$ cat config.mk
export PLATFORM = sky130hd
export DESIGN_NAME = cacheline_adapter
export DESIGN_NICKNAME = d
export VERILOG_FILES = /design/src/rtl/cache_types_pkg.sv /design/src/rtl/cacheline_adapter.sv
export SDC_FILE = /design/constraint.sdc
export NUM_CORES = 1
export LEC_CHECK = 0
export CAP_MARGIN = 20
export CORE_MARGIN = 3
export CORE_UTILIZATION = 29
export CTS_CLUSTER_DIAMETER = 60
export DETAILED_ROUTE_END_ITERATION = 10
export HOLD_SLACK_MARGIN = 0.1
export RECOVER_POWER = 25
export SYNTH_ARGS = -nofsm -noshare
export SYNTH_HDL_FRONTEND = slang
export SYNTH_SLANG_ARGS = --single-unit
$ cat constraint.sdc
create_clock -name clk -period 2.9 [get_ports clk]
set_clock_uncertainty 0.05 [all_clocks]
set_input_delay 0.435 -clock clk [delete_from_list [all_inputs] [get_ports clk]]
set_output_delay 0.435 -clock clk [all_outputs]
set_load 0.01 [all_outputs]
$ cat src/rtl/cache_types_pkg.sv
// ----------------------------------------------------------------------------
// cache_types
// Shared types and constants for the cache subsystem.
//   - req_t            : kind of line request issued on the cache's dfp
//   - adapter_state_t  : states of the dfp-to-burst-memory adapter
//   - LINE_W / BEAT_W / BURST_LEN / OFFSET_BITS : line and burst geometry
//   - line_align()     : clears the byte-within-line offset of an address
// ----------------------------------------------------------------------------
package cache_types;

   localparam int LINE_W      = 256;
   localparam int BEAT_W      = 64;
   localparam int BURST_LEN   = LINE_W / BEAT_W;
   localparam int OFFSET_BITS = 5;

   typedef enum logic [0:0] {
      REQ_READ  = 1'b0,
      REQ_WRITE = 1'b1
   } req_t;

   typedef enum logic [2:0] {
      IDLE    = 3'd0,
      RD_REQ  = 3'd1,
      RD_BEAT = 3'd2,
      WR_BEAT = 3'd3,
      RESP    = 3'd4
   } adapter_state_t;

   // Line-aligned address: the offset bits inside a 32-byte line are dropped.
   function automatic logic [31:0] line_align(input logic [31:0] addr);
      return {addr[31:OFFSET_BITS], {OFFSET_BITS{1'b0}}};
   endfunction

endpackage

$ cat src/rtl/cacheline_adapter.sv
// ----------------------------------------------------------------------------
// cacheline_adapter
// Answers whole-line reads and writebacks from the cache's downstream-facing
// port (dfp) by running a BURST_LEN-beat burst on the burst-memory interface.
// Every output is registered.
//
// Ports
//   clk, rst_n          clock, asynchronous active-low reset
//   dfp_addr            line address (offset bits ignored)
//   dfp_read/dfp_write  line request, held by the cache until dfp_resp
//   dfp_wdata           writeback line
//   dfp_rdata           filled line, holds until the next read completes
//   dfp_resp            one-cycle completion pulse
//   bmem_addr           aligned burst address, stable for the whole burst
//   bmem_read           burst read command, held until bmem_ready
//   bmem_write          write beat valid
//   bmem_wdata          write beat data, low beat first
//   bmem_ready          memory accepts the read command / first write beat
//   bmem_raddr          address tag of a returning read beat
//   bmem_rdata          read beat data
//   bmem_rvalid         read beat valid
// ----------------------------------------------------------------------------
module cacheline_adapter
   import cache_types::*;
#(
   parameter int LINE_W    = cache_types::LINE_W,
   parameter int BEAT_W    = cache_types::BEAT_W,
   parameter int BURST_LEN = LINE_W / BEAT_W
) (
   input  logic              clk,
   input  logic              rst_n,

   input  logic [31:0]       dfp_addr,
   input  logic              dfp_read,
   input  logic              dfp_write,
   input  logic [LINE_W-1:0] dfp_wdata,
   output logic [LINE_W-1:0] dfp_rdata,
   output logic              dfp_resp,

   output logic [31:0]       bmem_addr,
   output logic              bmem_read,
   output logic              bmem_write,
   output logic [BEAT_W-1:0] bmem_wdata,
   input  logic              bmem_ready,
   input  logic [31:0]       bmem_raddr,
   input  logic [BEAT_W-1:0] bmem_rdata,
   input  logic              bmem_rvalid
);

   localparam int                    BEAT_CNT_W = $clog2(BURST_LEN);
   localparam logic [BEAT_CNT_W-1:0] LAST_BEAT  = BEAT_CNT_W'(BURST_LEN - 1);

   adapter_state_t          state_q,      state_d;
   req_t                    req_kind_q,   req_kind_d;
   logic [BEAT_CNT_W-1:0]   beat_cnt_q,   beat_cnt_d;
   logic [LINE_W-1:0]       line_q,       line_d;
   logic [LINE_W-1:0]       dfp_rdata_q,  dfp_rdata_d;
   logic                    dfp_resp_q,   dfp_resp_d;
   logic [31:0]             bmem_addr_q,  bmem_addr_d;
   logic                    bmem_read_q,  bmem_read_d;
   logic                    bmem_write_q, bmem_write_d;
   logic [BEAT_W-1:0]       bmem_wdata_q, bmem_wdata_d;

   // Line buffer viewed as beats, beat 0 in the low bits.
   logic [BEAT_W-1:0]       line_beat [BURST_LEN];

   genvar gi;
   generate
      for (gi = 0; gi < BURST_LEN; gi++) begin : g_beat_view
         assign line_beat[gi] = line_q[gi*BEAT_W +: BEAT_W];
      end
   endgenerate

   // -------------------------------------------------------------------------
   // Next-state and output logic
   // -------------------------------------------------------------------------
   always_comb begin
      state_d      = state_q;
      req_kind_d   = req_kind_q;
      beat_cnt_d   = beat_cnt_q;
      line_d       = line_q;
      dfp_rdata_d  = dfp_rdata_q;
      dfp_resp_d   = 1'b0;
      bmem_addr_d  = bmem_addr_q;
      bmem_read_d  = bmem_read_q;
      bmem_write_d = bmem_write_q;
      bmem_wdata_d = bmem_wdata_q;

      unique case (state_q)
         IDLE: begin
            // A writeback wins over a simultaneous read; the cache keeps the
            // read asserted, so it is picked up after this write completes.
            if (dfp_write) begin
               req_kind_d   = REQ_WRITE;
               bmem_addr_d  = line_align(dfp_addr);
               line_d       = dfp_wdata;
               beat_cnt_d   = '0;
               bmem_write_d = 1'b1;
               bmem_wdata_d = dfp_wdata[BEAT_W-1:0];
               state_d      = WR_BEAT;
            end else if (dfp_read) begin
               req_kind_d   = REQ_READ;
               bmem_addr_d  = line_align(dfp_addr);
               bmem_read_d  = 1'b1;
               state_d      = RD_REQ;
            end
         end

         RD_REQ: begin
            if (bmem_read_q && bmem_ready) begin
               bmem_read_d = 1'b0;
               beat_cnt_d  = '0;
               state_d     = RD_BEAT;
            end
         end

         RD_BEAT: begin
            if (bmem_rvalid) begin
               line_d[int'(beat_cnt_q)*BEAT_W +: BEAT_W] = bmem_rdata;
               if (beat_cnt_q == LAST_BEAT) begin
                  // line_d already holds the final beat here.
                  dfp_rdata_d = line_d;
                  dfp_resp_d  = 1'b1;
                  beat_cnt_d  = '0;
                  state_d     = RESP;
               end else begin
                  beat_cnt_d  = beat_cnt_q + 1'b1;
               end
            end
         end

         WR_BEAT: begin
            // Only the first beat waits for bmem_ready; memory takes the
            // remaining beats back-to-back once the first one is accepted.
            if ((beat_cnt_q != '0) || bmem_ready) begin
               if (beat_cnt_q == LAST_BEAT) begin
                  bmem_write_d = 1'b0;
                  bmem_wdata_d = '0;
                  dfp_resp_d   = 1'b1;
                  beat_cnt_d   = '0;
                  state_d      = RESP;
               end else begin
                  beat_cnt_d   = beat_cnt_q + 1'b1;
                  bmem_wdata_d = line_beat[beat_cnt_q + 1'b1];
               end
            end
         end

         RESP: begin
            state_d = IDLE;
         end

         default: begin
            state_d = IDLE;
         end
      endcase
   end

   // -------------------------------------------------------------------------
   // State and output registers
   // -------------------------------------------------------------------------
   always_ff @(posedge clk or negedge rst_n) begin
      if (!rst_n) begin
         state_q      <= IDLE;
         req_kind_q   <= REQ_READ;
         beat_cnt_q   <= '0;
         line_q       <= '0;
         dfp_rdata_q  <= '0;
         dfp_resp_q   <= 1'b0;
         bmem_addr_q  <= '0;
         bmem_read_q  <= 1'b0;
         bmem_write_q <= 1'b0;
         bmem_wdata_q <= '0;
      end else begin
         state_q      <= state_d;
         req_kind_q   <= req_kind_d;
         beat_cnt_q   <= beat_cnt_d;
         line_q       <= line_d;
         dfp_rdata_q  <= dfp_rdata_d;
         dfp_resp_q   <= dfp_resp_d;
         bmem_addr_q  <= bmem_addr_d;
         bmem_read_q  <= bmem_read_d;
         bmem_write_q <= bmem_write_d;
         bmem_wdata_q <= bmem_wdata_d;
      end
   end

   assign dfp_rdata  = dfp_rdata_q;
   assign dfp_resp   = dfp_resp_q;
   assign bmem_addr  = bmem_addr_q;
   assign bmem_read  = bmem_read_q;
   assign bmem_write = bmem_write_q;
   assign bmem_wdata = bmem_wdata_q;

   // -------------------------------------------------------------------------
   // Protocol checks
   // -------------------------------------------------------------------------
   a_both_req: assert property (@(posedge clk) disable iff (!rst_n)
      !(state_q == IDLE && dfp_read && dfp_write))
      else $warning("cacheline_adapter: read and write requested together, serving the write");

   a_stray_rvalid: assert property (@(posedge clk) disable iff (!rst_n)
      !(bmem_rvalid && state_q != RD_BEAT))
      else $warning("cacheline_adapter: read beat outside a read burst ignored");

   a_raddr_match: assert property (@(posedge clk) disable iff (!rst_n)
      (state_q == RD_BEAT && bmem_rvalid) |-> (bmem_raddr == bmem_addr_q))
      else $error("cacheline_adapter: returning beat tag %h differs from burst address %h",
                  bmem_raddr, bmem_addr_q);

   a_kind_read: assert property (@(posedge clk) disable iff (!rst_n)
      (state_q == RD_REQ || state_q == RD_BEAT) |-> (req_kind_q == REQ_READ))
      else $error("cacheline_adapter: read states entered for a writeback");

   a_kind_write: assert property (@(posedge clk) disable iff (!rst_n)
      (state_q == WR_BEAT) |-> (req_kind_q == REQ_WRITE))
      else $error("cacheline_adapter: write state entered for a read");

endmodule
Word level (Yosys, flattened, before mapping)
Cells that the tools add are included.
{ "totals": {"reg_bits": 616, "out_inout_bits": 355} }
{ "op_classes": {"bitwise_logic": 1, "n_reduce_logical": 17, "n_shift": 2, "n_eq_ne": 12, "order_cmp": 1, "n_mux": 38, "addsub": 2} }
{ "op_table": {"columns": ["cell", "n"], "rows": [
  ["256-bit 2-to-1 mux", 2],
  ["256-bit one-hot mux with 2 select lines", 1],
  ["64-bit 2-to-1 mux", 5],
  ["256-bit bitwise mux", 1],
  ["64-bit by 33-bit variable shift with 256-bit output, first input constant", 1],
  ["64-bit by 33-bit indexed part select with 256-bit output", 1],
  ["64-bit binary-select mux with 2-bit select", 1],
  ["64-bit one-hot mux with 2 select lines", 1],
  ["32-bit 2-to-1 mux", 2],
  ["8-bit negator with 33-bit output", 1],
  ["3-bit 2-to-1 mux", 6],
  ["2-bit != test, second input constant", 7],
  ["3-bit one-hot mux with 4 select lines", 1],
  ["4-bit AND reduction", 3],
  ["2-bit 2-to-1 mux", 5],
  ["2-bit nonzero test", 5],
  ["1-bit 2-to-1 mux", 9],
  ["3-bit AND reduction", 3],
  ["2-bit one-hot mux with 4 select lines", 1],
  ["3-bit by 2-bit equality test with 1-bit output, second input constant", 2],
  ["1-bit one-hot mux with 2 select lines", 3],
  ["5-bit AND reduction", 1],
  ["4-bit nonzero test", 1],
  ["3-bit by 1-bit equality test with 1-bit output, second input constant", 1],
  ["other kinds (9)", 9]
]} }

Logic depth before layout (Yosys ltp)
{ "logic_depth": {"depth_word": 8, "ltp_mapped": 8, "mapped_depth_nobuf": 5} }

Worst setup path before layout
No wires, ideal clock.
{ "synth_timing": {"kind": "register to register", "start": "register beat_cnt_q[0]", "end": "register bmem_wdata_q[62] (netlist: bmem_wdata[62])", "stages_incl_launch_ff": 9, "path_slack_ns": 0.558, "required_time_ns": 2.727, "t_arrival_ns": 2.169, "cell_sequence": "dfrtp_1 -> inv_1 -> ha_1 -> clkbuf_1 -> buf_2 -> buf_2 -> mux2i_1 -> o22ai_1 -> o221a_2"} }
{ "synth_between": {"elab_chain_len": 8, "elab_cells_between_ends": 13} }
{ "synth_rtl": {"columns": ["item", "line", "source"], "rows": [
  ["start, declared", "cacheline_adapter.sv:55", "logic [BEAT_CNT_W-1:0] beat_cnt_q, beat_cnt_d;"],
  ["start signal, assigned", "cacheline_adapter.sv:177", "beat_cnt_q <= beat_cnt_d;"],
  ["2-bit by 1-bit adder with 2-bit output", "cacheline_adapter.sv:144", "bmem_wdata_d = line_beat[beat_cnt_q + 1'b1];"],
  ["2-bit NOT with 3-bit output (not written as such)", "cacheline_adapter.sv:144", null],
  ["64-bit binary-select mux with 2-bit select", "cacheline_adapter.sv:144", null],
  ["64-bit 2-to-1 mux (not written as such) (2 in a row)", "cacheline_adapter.sv:144", null],
  ["64-bit 2-to-1 mux", "cacheline_adapter.sv:136", "if (beat_cnt_q == LAST_BEAT) begin"],
  ["64-bit 2-to-1 mux", "cacheline_adapter.sv:135", "if ((beat_cnt_q != '0) || bmem_ready) begin"],
  ["64-bit one-hot mux with 2 select lines", "cacheline_adapter.sv:89", "unique case (state_q)"],
  ["end signal, assigned", "cacheline_adapter.sv:184", "bmem_wdata_q <= bmem_wdata_d;"],
  ["end, declared", "cacheline_adapter.sv:62", "logic [BEAT_W-1:0] bmem_wdata_q, bmem_wdata_d;"]
]} }
Parallel ways exist; a longest one is shown, timed or not. The select of a mux whose other input is x is not followed.
A chain may end at the register's enable or synchronous reset.

Worst setup path in the final report
{ "layout_timing": {"start": "register beat_cnt_q[1]", "end": "register bmem_wdata_q[42] (netlist: bmem_wdata[42])"} }
Same word-level chain as after synthesis.

==> impl_metrics.csv <==
group,metric,value,unit
cells_and_area,drive_above_1_share,10.5,%
die,fp-row-count,118,
placement,dpl.hpwl,101,mm
die,dieHeight,332,um
clock_network,insertion_delay,670,ps
sta,final_max_slew_viol_count,37,
detailed_routing,vias,30435,
sta,worst_slew_pin_slew,1550,ps
die,io_pins,745,
detailed_routing,route.detailed.vias_per_inst,6.00,
cells_and_area,fin_util,40.8,%
worst_setup_path,timing.critical_path.max_delay_family,"buffers and inverters",
placement,port_buffers,702,
die,coreArea,104000,sq um
synthesis,postSynthRegisterBits,611,
synthesis,number_of_flops_mapped_to_enable_cells_by_yosys,0,
sta,final-setup-viol-count,0,
clock_network,cts_tree,"done",
worst_setup_path,crit_fanout,40,
pwr,power_per_cell_area,1300,nW/um^2
worst_setup_path,reg2regPathDepth,6,
cells_and_area,syn2layout_area_growth,38.5,%
detailed_routing,ant_nets,0,
hold_path,min_path_type,"primary input to flop",
synthesis,synth_cell_type_count,54,
clock_network,worst_setup_hold_path_clk_slew,60,ps
synthesis,synthesis.instances,3071,
worst_setup_path,worst-endpoint-required,3390,ps
global_route,grtUsageTotal,26.2,%
outcome,violations,"capacitance limit, slew limit",
hold_path,whs_path_depth,3,
global_route,grt_antenna_before_repair,25,
synthesis,ys_warn_count,0,
global_route,grt_pass1_wl,216,mm
worst_setup_path,timing.critical_path.slowest_stage_cell,"dfrtp_1",
worst_setup_path,path_depth,6,
clock_network,cts_buf_count,81,
clock_network,clock_root_buffer,"clkbuf_16",
flow_run,drv_cap,1,
global_route,grt_use_met1,33.7,%
worst_setup_path,type_of_element_launching_the_critical_path,"flop",
pwr,leakagePower,16.7,nW
cells_and_area,layout_commonest_cell,"clkdlybuf4s50_1",
global_route,groute.layer.met3.usage,7.04,%
worst_setup_path,cp_data_arrival_time,3010,ps
sta,final_period_minus_worst_setup_slack,2520,ps
global_route,globalRouteMet2Util,42.4,%
synthesis,post_synth_main_area_contributors,"dfrtp_1 50%, a21oi_1 8.3%, a32oi_1 5.7%, mux2i_1 4.2%, o221ai_1 3.0%",
worst_setup_path,worst_setup_path_end_kind,"flop",
clock_network,cts.sinks,611,
placement,gpl.final_weighted_congestion,0.855,
detailed_routing,wl_per_cell,29.7,um
pwr,max-vdd-ir-drop,0.788,mV
worst_setup_path,crit_path_cell_trace,"inv_1, ha_4, buf_12, mux2i_1, o22ai_1, o221a_2",
synthesis,synthArstFlopShare,100,%
global_route,globalRoute.totalOverflow,0,
sta,timing.final.crit_share,86.9,%
detailed_routing,drt_pre_antenna_iters,5,
global_route,grt_start_max_net_pins,97,
sta,fin_tns_setup,0,ps
synthesis,synth_area,30700,sq um
sta,grt_setup_unrepaired,"no",
sta,timing.fmax,0.397,GHz
global_route,grt_max_usage_layer,"met2",
detailed_routing,route.detailed.drc,0,
worst_setup_path,max_stage_delay,470,ps
sta,hold_violations,0,
global_route,via_count_of_the_first_global_routing_pass,30388,
die,initial_core_util,29.4,%
cells_and_area,nNetsFinal,4013,
cells_and_area,mostFrequentLayoutCells,"701 x clkdlybuf4s50_1, 611 x dfrtp_1, 512 x a21oi_1",
clock_network,max-clock-path-buffers,3,
sta,max_slew_margin,-3.39,%
detailed_routing,initialDrtViolationCount,3291,
synthesis,synth_flop_cell,"dfrtp_1",
worst_setup_path,crit_buf_inv,2,
synthesis,yosysTopAreaCellShare,49.8,%
synthesis,seq_area_frac_synth,49.8,%
die,design.die.area,110000,sq um
die,die_w,332,um
synthesis,synthDominantAreaCellType,"dfrtp_1",
worst_setup_path,timing_worst_setup_path_type,"flop to flop",
detailed_routing,route.final.wire_length,151,mm
outcome,run_status,"complete, but fails checks",
sta,holdWs,318,ps
clock_network,clock_tree.htree_level_count,3,
synthesis,synthesis.area_per_instance,10.0,sq um
-- tightest hold or removal path, cell delays in order --
cell,delay [ps]
clkdlybuf4s50_1,460
nand2_1,50
o221ai_1,60
-- per-layer routing --
metal,routed length (um),up-vias
met1,60300,15506
met2,70600,1773
met5,155,-
met4,5350,22
met3,14200,314
li1,-,12820
-- cell type report --
cell class / instances / area [sq um]
clock inverters: 34 / 412
multi-input cells: 1969 / 13600
fillers: 10161 / 61800
diodes: 8 / 20.0
flip-flops and latches: 611 / 15300
repair buffers: 839 / 8770
clock buffers: 114 / 2260
well taps: 1380 / 1730
inverters: 115 / 434
-- state kept, by name (all words and copies together) (netlist names) --
signal,flops
line_q,256
bmem_addr,27
dfp_rdata,256
dfp_resp,1
bmem_write,1
beat_cnt_q,2
state_q,3
bmem_wdata,64
bmem_read,1
-- cells in the mapped netlist (4+ instances only) --
cell       count
nand2b_1      68
and3_1         4
buf_2        112
o21ai_0       56
buf_1         34
clkbuf_1     216
ha_1           6
nor2b_1      121
o22ai_1       64
o2bb2ai_1     65
a311oi_1      56
o221ai_1     105
a21oi_1      512
dfrtp_1      611
buf_4          8
o31ai_1       58
a32oi_1      199
nand2_1      147
and2_1        28
mux2_2        27
mux2i_1      129
a31oi_1      122
o221a_2       64
a221o_1       29
nor2_1        60
clkbuf_2       7
nand3_1        7
inv_1        112
-- power by group --
group / leakage, nW / internal, mW / switching (mW) / total (mW)
Clock: 1.29 / 5.87 / 4.23 / 10.1
Sequential: 7.55 / 12.6 / 3.04 / 15.7
Combinational: 7.89 / 12.7 / 16.8 / 29.5
-- logic make-up (layout without fill, tap and decap cells) --
logic type / count (synthesis) / after routing / synth area share [%]
adder cells (fa/ha/maj): 6 / 6 / 0.244
multiplexers: 157 / 157 / 5.23
buffers and inverters: 495 / 1102 / 6.70
AO/OA/AOI/OAI: 1343 / 1343 / 30.2
flip-flops: 611 / 611 / 49.8
AND/OR/NAND/NOR: 458 / 458 / 7.84
other: 1 / 13 / 0.0122
-- worst paths after layout --
path	start	slack, ps	end
min reg2reg	bmem_addr[30]$_DFFE_PN0P_	440	bmem_addr[30]$_DFFE_PN0P_
min in group asynchronous	rst_n	660	dfp_rdata[157]$_DFFE_PN0P_
min	dfp_wdata[75]	320	line_q[75]$_DFFE_PN0P_
max reg2reg	beat_cnt_q[1]$_DFFE_PN0P_	380	bmem_wdata[42]$_DFFE_PN0P_
max in group asynchronous	rst_n	460	bmem_wdata[47]$_DFFE_PN0P_
max	beat_cnt_q[1]$_DFFE_PN0P_	380	bmem_wdata[42]$_DFFE_PN0P_
-- stage by stage --
| step | cells | cell area, sq um | setup slack (ps) | power (mW) |
|---|---|---|---|---|
| CTS | 5062 | 42600 | 323 | 55.3 |
| global route | 5067 | 42500 | 205 | 57.9 |
| finish | 5070 | 42500 | 381 | 55.2 |
| global placement | 4913 | 39900 | 352 | 44.6 |
| floorplan | 3075 | 30700 | 558 | 30.4 |
| detailed placement | 4913 | 39900 | 339 | 45.0 |
-- repair_timing --
item	4_1_cts	5_1_grt
resized for setup	0	0
hold buffers	1	0
setup buffers	0	0
hold endpoints to repair	241	0
Power figures use the tool's default switching activity.
